## src/rtl/alarm_pkg.sv

```systemverilog
// Shared types and BCD limits for the alarm stage.
package alarm_pkg;

    typedef enum logic [1:0] {
        IDLE    = 2'd0,
        RINGING = 2'd1,
        SNOOZE  = 2'd2
    } state_e;

    localparam logic [3:0] BCD_ONES_MAX = 4'd9;
    localparam logic [3:0] MIN_TENS_MAX = 4'd5;
    localparam logic [3:0] HR_TENS_MAX  = 4'd2;
    localparam logic [7:0] HOUR_MAX     = 8'd23;

    function automatic logic [3:0] clamp_bcd(input logic [3:0] d, input logic [3:0] lim);
        return (d > lim) ? lim : d;
    endfunction

endpackage

```

## src/rtl/tick_timer.sv

```systemverilog
// Tick-driven up-counter held at zero by clear; tc flags the tick that lands on TERM.
module tick_timer #(
    parameter int unsigned W    = 8,
    parameter int unsigned TERM = 1
) (
    input  logic clk,
    input  logic rst,
    input  logic clear,
    input  logic tick,
    output logic tc
);

    logic [W-1:0] count_d, count_q;

    always_comb begin
        count_d = count_q;
        if (clear) begin
            count_d = '0;
        end else if (tick) begin
            count_d = count_q + 1'b1;
        end
    end

    always_ff @(posedge clk) begin
        if (rst) begin
            count_q <= '0;
        end else begin
            count_q <= count_d;
        end
    end

    assign tc = tick && (count_q == W'(TERM));

endmodule

```

## src/rtl/alarm_ctrl.sv

```systemverilog
// Alarm register file, time comparator and ring/snooze FSM driving the buzzer.
module alarm_ctrl
    import alarm_pkg::*;
#(
    parameter int unsigned RING_SEC   = 60,
    parameter int unsigned SNOOZE_SEC = 300,
    parameter int unsigned TONE_DIV   = 4
) (
    input  logic       CLK,
    input  logic       RST,
    input  logic       Tick,
    input  logic [3:0] sec_ones,
    input  logic [3:0] sec_tens,
    input  logic [3:0] min_ones,
    input  logic [3:0] min_tens,
    input  logic [3:0] hr_ones,
    input  logic [3:0] hr_tens,
    input  logic       alarm_on,
    input  logic       set_we,
    input  logic       set_sel,
    input  logic [3:0] set0,
    input  logic [3:0] set1,
    input  logic       stop,
    input  logic       snooze,
    output logic [3:0] al_min_ones,
    output logic [3:0] al_min_tens,
    output logic [3:0] al_hr_ones,
    output logic [3:0] al_hr_tens,
    output logic       buzzer,
    output logic       ringing,
    output logic       snoozing
);

    localparam int unsigned TW = (TONE_DIV > 1) ? $clog2(TONE_DIV) : 1;

    state_e        state_d, state_q;
    logic [3:0]    al_mo_d, al_mo_q, al_mt_d, al_mt_q;
    logic [3:0]    al_ho_d, al_ho_q, al_ht_d, al_ht_q;
    logic [TW-1:0] tone_cnt_d, tone_cnt_q;
    logic          buzzer_d, buzzer_q;
    logic          ringing_d, ringing_q;
    logic          snoozing_d, snoozing_q;
    logic          match, ring_tc, snz_tc;
    logic [3:0]    hr_t_clamped, hr_o_clamped;

    assign match = alarm_on && Tick
                && (hr_tens == al_ht_q) && (hr_ones == al_ho_q)
                && (min_tens == al_mt_q) && (min_ones == al_mo_q)
                && (sec_tens == 4'd0) && (sec_ones == 4'd0);

    // Both timers sit at zero outside their state, so every entry starts a fresh count.
    tick_timer #(.W(8), .TERM(RING_SEC - 1)) u_ring_timer (
        .clk   (CLK),
        .rst   (RST),
        .clear (state_q != RINGING),
        .tick  (Tick),
        .tc    (ring_tc)
    );

    tick_timer #(.W(10), .TERM(SNOOZE_SEC - 1)) u_snz_timer (
        .clk   (CLK),
        .rst   (RST),
        .clear (state_q != SNOOZE),
        .tick  (Tick),
        .tc    (snz_tc)
    );

    assign hr_t_clamped = clamp_bcd(set1, HR_TENS_MAX);
    assign hr_o_clamped = clamp_bcd(set0, BCD_ONES_MAX);

    always_comb begin
        al_mo_d    = al_mo_q;
        al_mt_d    = al_mt_q;
        al_ho_d    = al_ho_q;
        al_ht_d    = al_ht_q;
        state_d    = state_q;
        tone_cnt_d = '0;
        buzzer_d   = 1'b0;

        if (set_we) begin
            if (set_sel) begin
                if (({4'd0, hr_t_clamped} * 8'd10 + {4'd0, hr_o_clamped}) > HOUR_MAX) begin
                    al_ht_d = 4'd2;
                    al_ho_d = 4'd3;
                end else begin
                    al_ht_d = hr_t_clamped;
                    al_ho_d = hr_o_clamped;
                end
            end else begin
                al_mt_d = clamp_bcd(set1, MIN_TENS_MAX);
                al_mo_d = clamp_bcd(set0, BCD_ONES_MAX);
            end
        end

        unique case (state_q)
            IDLE: begin
                if (match) state_d = RINGING;
            end
            RINGING: begin
                if (stop)         state_d = IDLE;
                else if (snooze)  state_d = SNOOZE;
                else if (ring_tc) state_d = IDLE;
            end
            SNOOZE: begin
                if (stop)        state_d = IDLE;
                else if (match)  state_d = RINGING;
                else if (snz_tc) state_d = RINGING;
            end
            default: state_d = IDLE;
        endcase

        if (!alarm_on) state_d = IDLE;

        // Tone advances only while staying in RINGING; any entry or exit zeroes it.
        if (state_d == RINGING && state_q == RINGING) begin
            if (tone_cnt_q == TW'(TONE_DIV - 1)) begin
                tone_cnt_d = '0;
                buzzer_d   = ~buzzer_q;
            end else begin
                tone_cnt_d = tone_cnt_q + 1'b1;
                buzzer_d   = buzzer_q;
            end
        end

        ringing_d  = (state_d == RINGING);
        snoozing_d = (state_d == SNOOZE);
    end

    always_ff @(posedge CLK) begin
        if (RST) begin
            state_q    <= IDLE;
            al_mo_q    <= '0;
            al_mt_q    <= '0;
            al_ho_q    <= '0;
            al_ht_q    <= '0;
            tone_cnt_q <= '0;
            buzzer_q   <= 1'b0;
            ringing_q  <= 1'b0;
            snoozing_q <= 1'b0;
        end else begin
            state_q    <= state_d;
            al_mo_q    <= al_mo_d;
            al_mt_q    <= al_mt_d;
            al_ho_q    <= al_ho_d;
            al_ht_q    <= al_ht_d;
            tone_cnt_q <= tone_cnt_d;
            buzzer_q   <= buzzer_d;
            ringing_q  <= ringing_d;
            snoozing_q <= snoozing_d;
        end
    end

    assign al_min_ones = al_mo_q;
    assign al_min_tens = al_mt_q;
    assign al_hr_ones  = al_ho_q;
    assign al_hr_tens  = al_ht_q;
    assign buzzer      = buzzer_q;
    assign ringing     = ringing_q;
    assign snoozing    = snoozing_q;

endmodule

```

## config.mk

```make
export PLATFORM = sky130hd
export DESIGN_NAME = alarm_ctrl
export DESIGN_NICKNAME = d
export VERILOG_FILES = /design/src/rtl/alarm_pkg.sv /design/src/rtl/tick_timer.sv /design/src/rtl/alarm_ctrl.sv
export SDC_FILE = /design/constraint.sdc
export NUM_CORES = 1
export LEC_CHECK = 0
export ABC_AREA = 1
export BUFFER_PORTS_ARGS = -buffer_cell sky130_fd_sc_hd__buf_2
export CAP_MARGIN = 20
export CELL_PAD_IN_SITES_DETAIL_PLACEMENT = 0
export CELL_PAD_IN_SITES_GLOBAL_PLACEMENT = 1
export CORE_ASPECT_RATIO = 1.4
export CORE_MARGIN = 4
export CORE_UTILIZATION = 39
export DETAILED_ROUTE_END_ITERATION = 8
export GPL_ROUTABILITY_DRIVEN = 0
export PLACE_DENSITY = 0.92
export SKIP_LAST_GASP = 1
export SLEW_MARGIN = 30
export SYNTH_ARGS = -nofsm -noshare
export SYNTH_HDL_FRONTEND = slang
export SYNTH_SLANG_ARGS = --single-unit
```

## constraint.sdc

```tcl
create_clock -name CLK -period 2.8 [get_ports CLK]
set_input_delay 0.14 -clock CLK [delete_from_list [all_inputs] [get_ports CLK]]
set_output_delay 0.14 -clock CLK [all_outputs]
set_load 0.02 [all_outputs]
```

==> flow_summary.yaml, run 1 <==
status:
  outcome: "complete, no violations"
placement:
  dp_hpwl_mm: 4.261
  place_area_mm2: 0.002592
  io_buffers: 58
logic_synthesis:
  synth_flop_cell: "dfxtp_1"
  syn_avg_cell_area_um2: 6.616
  ys_seq_elements: 41
  yosysTopAreaCell: "dfxtp_1"
  ys_warn_count: 0
  async_reset_ff_share_pct: 0
  synth_top_area_share_pct: 36.81
  yosys-top-cells-area: "dfxtp_1 (37%), nand2_1 (12%), nor2_1 (9.4%)"
  synth-edff-count: 0
  synthCells: 337
  yosys.cell_types.count: 36
  synth_area_mm2: 0.002230
  synth-seq-area-share_pct: 36.81
floorplanning:
  ios: 59
  core_mm2: 0.005525
  die_x_um: 71.90
  die_y_um: 97.47
  rows: 32
  initial_core_util_pct: 40.35
  die_area_mm2: 0.007008
routing:
  drt_first_pass_iters: 4
  vias: 2229
  viasPerCell: 4.763
  drtAntennaViolNets: 0
  wl_per_cell_um: 11.13
  routed_wl_mm: 5.209
  drc: 0
  drt_iter0_drc: 86
setup_path:
  required_ns: 3.03
  end_kind: "flip-flop"
  worstSetupPathType: "primary input to flip-flop"
  r2r-start: "u_snz_timer.count_q[0]"
  rr_endpoint: "tone_cnt_q[1]"
  r2r_setup_slack_ns: 1.21
  start_kind: "primary input"
  critPathArrivalTime_ns: 2.10
  endpoint: "al_hr_tens[0]"
  critPathMaxFanout: 6
  reg2reg_depth: 11
  crit_start: "set1[3]"
power:
  ir_drop_uv: 205.9
  leakage_uw: 0.001287
  p_total_uw: 1142
  p_per_area_mw_per_mm2: 426.3
clocking:
  cts-root-buf: "clkbuf_8"
  insertion_delay_ns: 0.30
  cts_resized: 0
  postCtsSetupBuffers: 0
  numCtsBuffers: 5
  clock_sinks: 41
  clkTransAtPathRegs_ns: 0.08
  tritoncts: "built"
  ctsHoldBuffers: 0
  cts_max_path_buffers: 2
  h-tree-depth: 2
timing:
  whs_ns: 0.1050
  rsz0062_at_grt: "false"
  finalSetupTns_ns: 0
  fmax_mhz: 535.0
  setup_viol: 0
  report.final.slew_viol_count: 0
  finalHoldViolCount: 0
  fin_crit_sh_pct: 66.76
  min_period_ns: 1.869
  fin_skew_ns: 0.007547
min_path:
  holdCritPathClass: "primary input to flip-flop"
global_routing:
  grt_overflow: 0
  grt_usage_pct: 15.50
  grt_pass1_vias: 2070
  grt_start_max_net_pins: 16
  grt_pass1_wl_mm: 8.797
  antenna_found_initial: 0
cells_and_area:
  n_fill_cell: 593
  antenna_cells: 0
  area_growth_pct: 20.15
  num-nets-final: 449
  drive_gt1_share_pct: 19.25
  stdcell_area_mm2: 0.002679
flow_run:
  cap_violations: 0
-- flip-flops by register name, summed over array words and instances (netlist names) --
signal,cells
u_snz_timer.count_q,10
u_ring_timer.count_q,8
al_hr_ones,4
al_hr_tens,4
al_min_ones,4
al_min_tens,4
state_q,2
tone_cnt_q,2
buzzer,1
ringing,1
snoozing,1
-- routing by layer --
layer | part of all wire (%) | wire length (µm) | GRT usage [%]
met1 | 40 | 2064 | 17.04
met2 | 52 | 2708 | 27.69
met4 | 1.7 | 91 | 6.512
met5 | 0 | 0 | 0
met3 | 6.6 | 344 | 3.623
-- how the worst min path moves through the flow --
stage | slack (ns) | from | cells after the start | end
4_1_cts | 0.10 | set1[1] | 3 | al_min_tens[1]
6_report | 0.10 | set1[1] | 3 | al_min_tens[1]
3_3_place_gp | 0.41 | tone_cnt_q[0] | 1 | tone_cnt_q[0]
3_5_place_dp | 0.41 | tone_cnt_q[0] | 1 | tone_cnt_q[0]
5_1_grt | 0.12 | set1[1] | 3 | al_min_tens[1]
2_1_floorplan | 0.22 | RST | 1 | al_hr_tens[3]
-- through the flow --
step | setup slack, ns | instances | utilization (%)
floorplan | 0.9290 | 338 | -
finish | 0.9308 | 468 | 48.48
global placement | 0.6771 | 460 | 46.92
CTS | 0.9176 | 468 | 48.48
detailed placement | 0.6034 | 460 | 46.92
global route | 0.7353 | 468 | 48.48
-- Yosys cell counts, types with 2 or more instances --
cell type / count
a21oi_1: 24
clkbuf_1: 3
dfxtp_1: 41
ha_1: 9
inv_1: 55
inv_2: 3
nand2_1: 74
nand3_1: 13
nand4_1: 3
nor2_1: 56
nor3_1: 13
o21a_1: 2
o21ai_0: 12
or2_0: 2
xnor2_1: 5
xor2_1: 2
-- final cells by class --
cell class,instances,area (µm²),share of cell area (%)
tap,68,85.08,3.176
multi-input combinational,234,1175,43.86
sequential,41,820.8,30.64
clock buffer,5,68.82,2.569
clock inverter,3,17.52,0.6539
timing repair buffer,58,290.3,10.84
inverter,59,221.5,8.267
-- placed cells by master, fill, tap and decap left out, types with 3 or more instances in the layout --
master / synthesis / final
inv_1: 55 / 55
nor2_1: 56 / 56
a21oi_1: 24 / 24
nor3_1: 13 / 13
buf_2: 1 / 58
ha_1: 9 / 9
inv_2: 3 / 3
nand2_1: 74 / 74
dfxtp_1: 41 / 41
clkbuf_8: 0 / 5
xnor2_1: 5 / 5
nand3_1: 13 / 13
nand4_1: 3 / 3
o21ai_0: 12 / 12
-- where the power goes --
group | internal (µW) | total (µW) | switching (µW)
registers | 592 | 601 | 8.27
logic | 60.8 | 154 | 93.0
clock network | 172 | 388 | 215
total | 825 | 1140 | 317
-- logic make-up after synthesis --
family	synth area share, %
compound gates	11.95
other cells	0.1682
fa+ha+maj	5.948
buf+inv	10.66
simple gates	31.71
flops	36.81
xor+xnor	2.750
-- worst max-delay path, cell delays in order --
cell and delay (ns):
buf_2 0.10, nor2_1 0.09, inv_1 0.05, or2_2 0.34, ha_1 0.30, ha_1 0.27, clkinv_1 0.07, a21oi_1 0.05
o21ai_1 0.12, nand2_1 0.07, a21oi_2 0.24, nand3_1 0.12, a21oi_1 0.13
(Power assumes the default switching activity.)
==> run 2, diff against run 1 <==
--- a/config.mk
+++ b/config.mk
@@ -12,10 +12,10 @@
 export CELL_PAD_IN_SITES_GLOBAL_PLACEMENT = 1
 export CORE_ASPECT_RATIO = 1.4
 export CORE_MARGIN = 4
-export CORE_UTILIZATION = 39
+export CORE_UTILIZATION = 33
 export DETAILED_ROUTE_END_ITERATION = 8
 export GPL_ROUTABILITY_DRIVEN = 0
-export PLACE_DENSITY = 0.92
+export PLACE_DENSITY = 0.83
 export SKIP_LAST_GASP = 1
 export SLEW_MARGIN = 30
 export SYNTH_ARGS = -nofsm -noshare
==> constraint.sdc (replaced) <==
create_clock -name CLK -period 1.7 [get_ports CLK]
set_input_delay 0.085 -clock CLK [delete_from_list [all_inputs] [get_ports CLK]]
set_output_delay 0.085 -clock CLK [all_outputs]
set_load 0.02 [all_outputs]
==> run 2 against run 1 <==
- first-iteration DRC count down 28%
- critical path depth fell by 1
- final area increased by 12%
- register-to-register slack got worse by 0.98 ns
- cell count increased by 5.3%
- global-route usage fell by 1.8 points
- critical path type unchanged
- critical endpoint is now al_hr_ones[3]
- largest cell class unchanged
==> flow_summary.yaml, run 2 (synthesized netlist as in run 1, its figures left out) <==
clocking:
  insertion_delay_ns: 0.30
  cts_max_path_buffers: 2
  tritoncts: "built"
  clock_sinks: 41
  clkTransAtPathRegs_ns: 0.09
  h-tree-depth: 2
  cts-root-buf: "clkbuf_8"
  numCtsBuffers: 5
  ctsHoldBuffers: 0
timing:
  fin_skew_ns: 0.006141
  setup_viol: 0
  min_period_ns: 1.628
  whs_ns: 0.07985
  finalSetupTns_ns: 0
  finalHoldViolCount: 0
  relSlewSlack_pct: 67.51
  fin_ws_ns: 0.07174
  report.final.slew_viol_count: 0
  fmax_mhz: 614.2
  worst_pin_slew_ns: 0.4750
  fin_crit_sh_pct: 95.78
power:
  pwr-share-comb_pct: 15.7
  p_clk_share_pct: 38.1
  leakage_uw: 0.001404
  swShare_pct: 27.06
  p_switching_uw: 579.9
  ir_drop_uv: 385.1
  p_per_area_mw_per_mm2: 711.6
  power.internal_uw: 1563
  seqPwrFrac_pct: 46.2
cells_and_area:
  drive_gt1_share_pct: 27.92
  regMostFlops: "u_snz_timer.count_q"
  largest_reg_flops: 10
  antenna_cells: 0
  layout_commonest_cell: "nand2_1"
  num-nets-final: 468
  layout_common_cells: "nand2_1 (71), buf_2 (56), inv_1 (54)"
  reg.largest.list: "u_snz_timer.count_q: 10 flops, u_ring_timer.count_q: 8 flops"
  utilization_pct: 45.85
  area_growth_pct: 35.07
  finalNonFillerCells: 493
setup_path:
  end_kind: "flip-flop"
  critPathArrivalTime_ns: 1.86
  worstSetupPathType: "primary input to flip-flop"
  required_ns: 1.94
  critPathMaxFanout: 6
  start_kind: "primary input"
global_routing:
  grt_pass1_wl_mm: 8.935
  grt_pass1_vias: 2100
  grt_overflow: 0
  grt_usage_pct: 13.67
  antenna_found_initial: 0
  grt_start_max_net_pins: 15
placement:
  dp_hpwl_mm: 4.555
  dp.cells: 484
  io_buffers: 58
  place_ws_ns: -0.3350
floorplanning:
  ios: 59
  die_area_mm2: 0.008154
  die_x_um: 77.47
  core_mm2: 0.006569
  rows: 35
  die_y_um: 105.3
  initial_core_util_pct: 33.94
min_path:
  holdCritPathClass: "primary input to flip-flop"
routing:
  drtAntennaViolNets: 0
  drt_iter0_drc: 62
  routed_wl_mm: 5.878
  drt_first_pass_iters: 4
  viasPerCell: 4.625
  wl_per_cell_um: 11.92
  vias: 2280
  drc: 0
status:
  outcome: "complete, no violations"
flow_run:
  cap_violations: 0
## run 2: changes by cell type in the layout (fill, tap and decap cells not counted), sizes merged
cell	before	now
clkinv	3	2
bufinv	0	1
buf	58	77
## run 2: final timing paths
path	endpoint	cells past startpoint	slack, ns	from
worst min-delay path	state_q[0]	3	0.08	alarm_on
worst min register to register	tone_cnt_q[0]	1	0.43	tone_cnt_q[0]
worst max-delay path	al_hr_ones[3]	12	0.07	set1[3]
worst max register to register	tone_cnt_q[0]	11	0.23	u_snz_timer.count_q[1]
## run 2: power by group through the flow
stage	logic [µW]	registers, µW	clock network, µW
6_report	337	990	816
5_1_grt	372	993	870
4_1_cts	300	990	844
3_5_place_dp	295	1010	0
3_3_place_gp	291	1010	0
2_1_floorplan	143	1030	0
## run 2: timing repair
action                                  in CTS  in global routing
endpoints found under the setup margin       2                 10
resized for setup                            2                 20
buffers inserted                             0                  1
pin swaps                                    4                  9
## run 2: area by class of cell
cell class	count	area [µm²]
fill	694	3557
multi-input combinational	234	1310
sequential	41	822.0
timing repair buffer	77	449.2
inverter	59	222.7
tap	74	92.59
clock buffer	5	68.82
clock inverter	3	46.29
## run 2: per-layer routing
layer | vias to the layer above | track usage (%) | part of all wire [%]
met5 | - | 0 | 0
met2 | 47 | 25.96 | 53
li1 | 1215 | - | -
met1 | 1006 | 13.73 | 40
met3 | 12 | 3.248 | 4.3
met4 | 0 | 6.361 | 2.9
## run 2: through the flow
| step | total power, µW | cell area, µm² |
|---|---|---|
| after CTS | 2134 | 2905 |
| after detailed placement | 1308 | 2775 |
| after global placement | 1303 | 2775 |
| after global routing | 2235 | 3012 |
| final | 2143 | 3012 |
| after floorplan | 1173 | 2273 |
## run 2: worst max-delay path, cell delays in order
cell     delay, ns
buf_6         0.10
nor2_4        0.09
inv_2         0.04
or2_4         0.29
nor2_4        0.13
ha_4          0.22
buf_6         0.12
a31oi_4       0.21
xor2_2        0.11
a21oi_4       0.23
nand3_2       0.09
a21oi_1       0.14
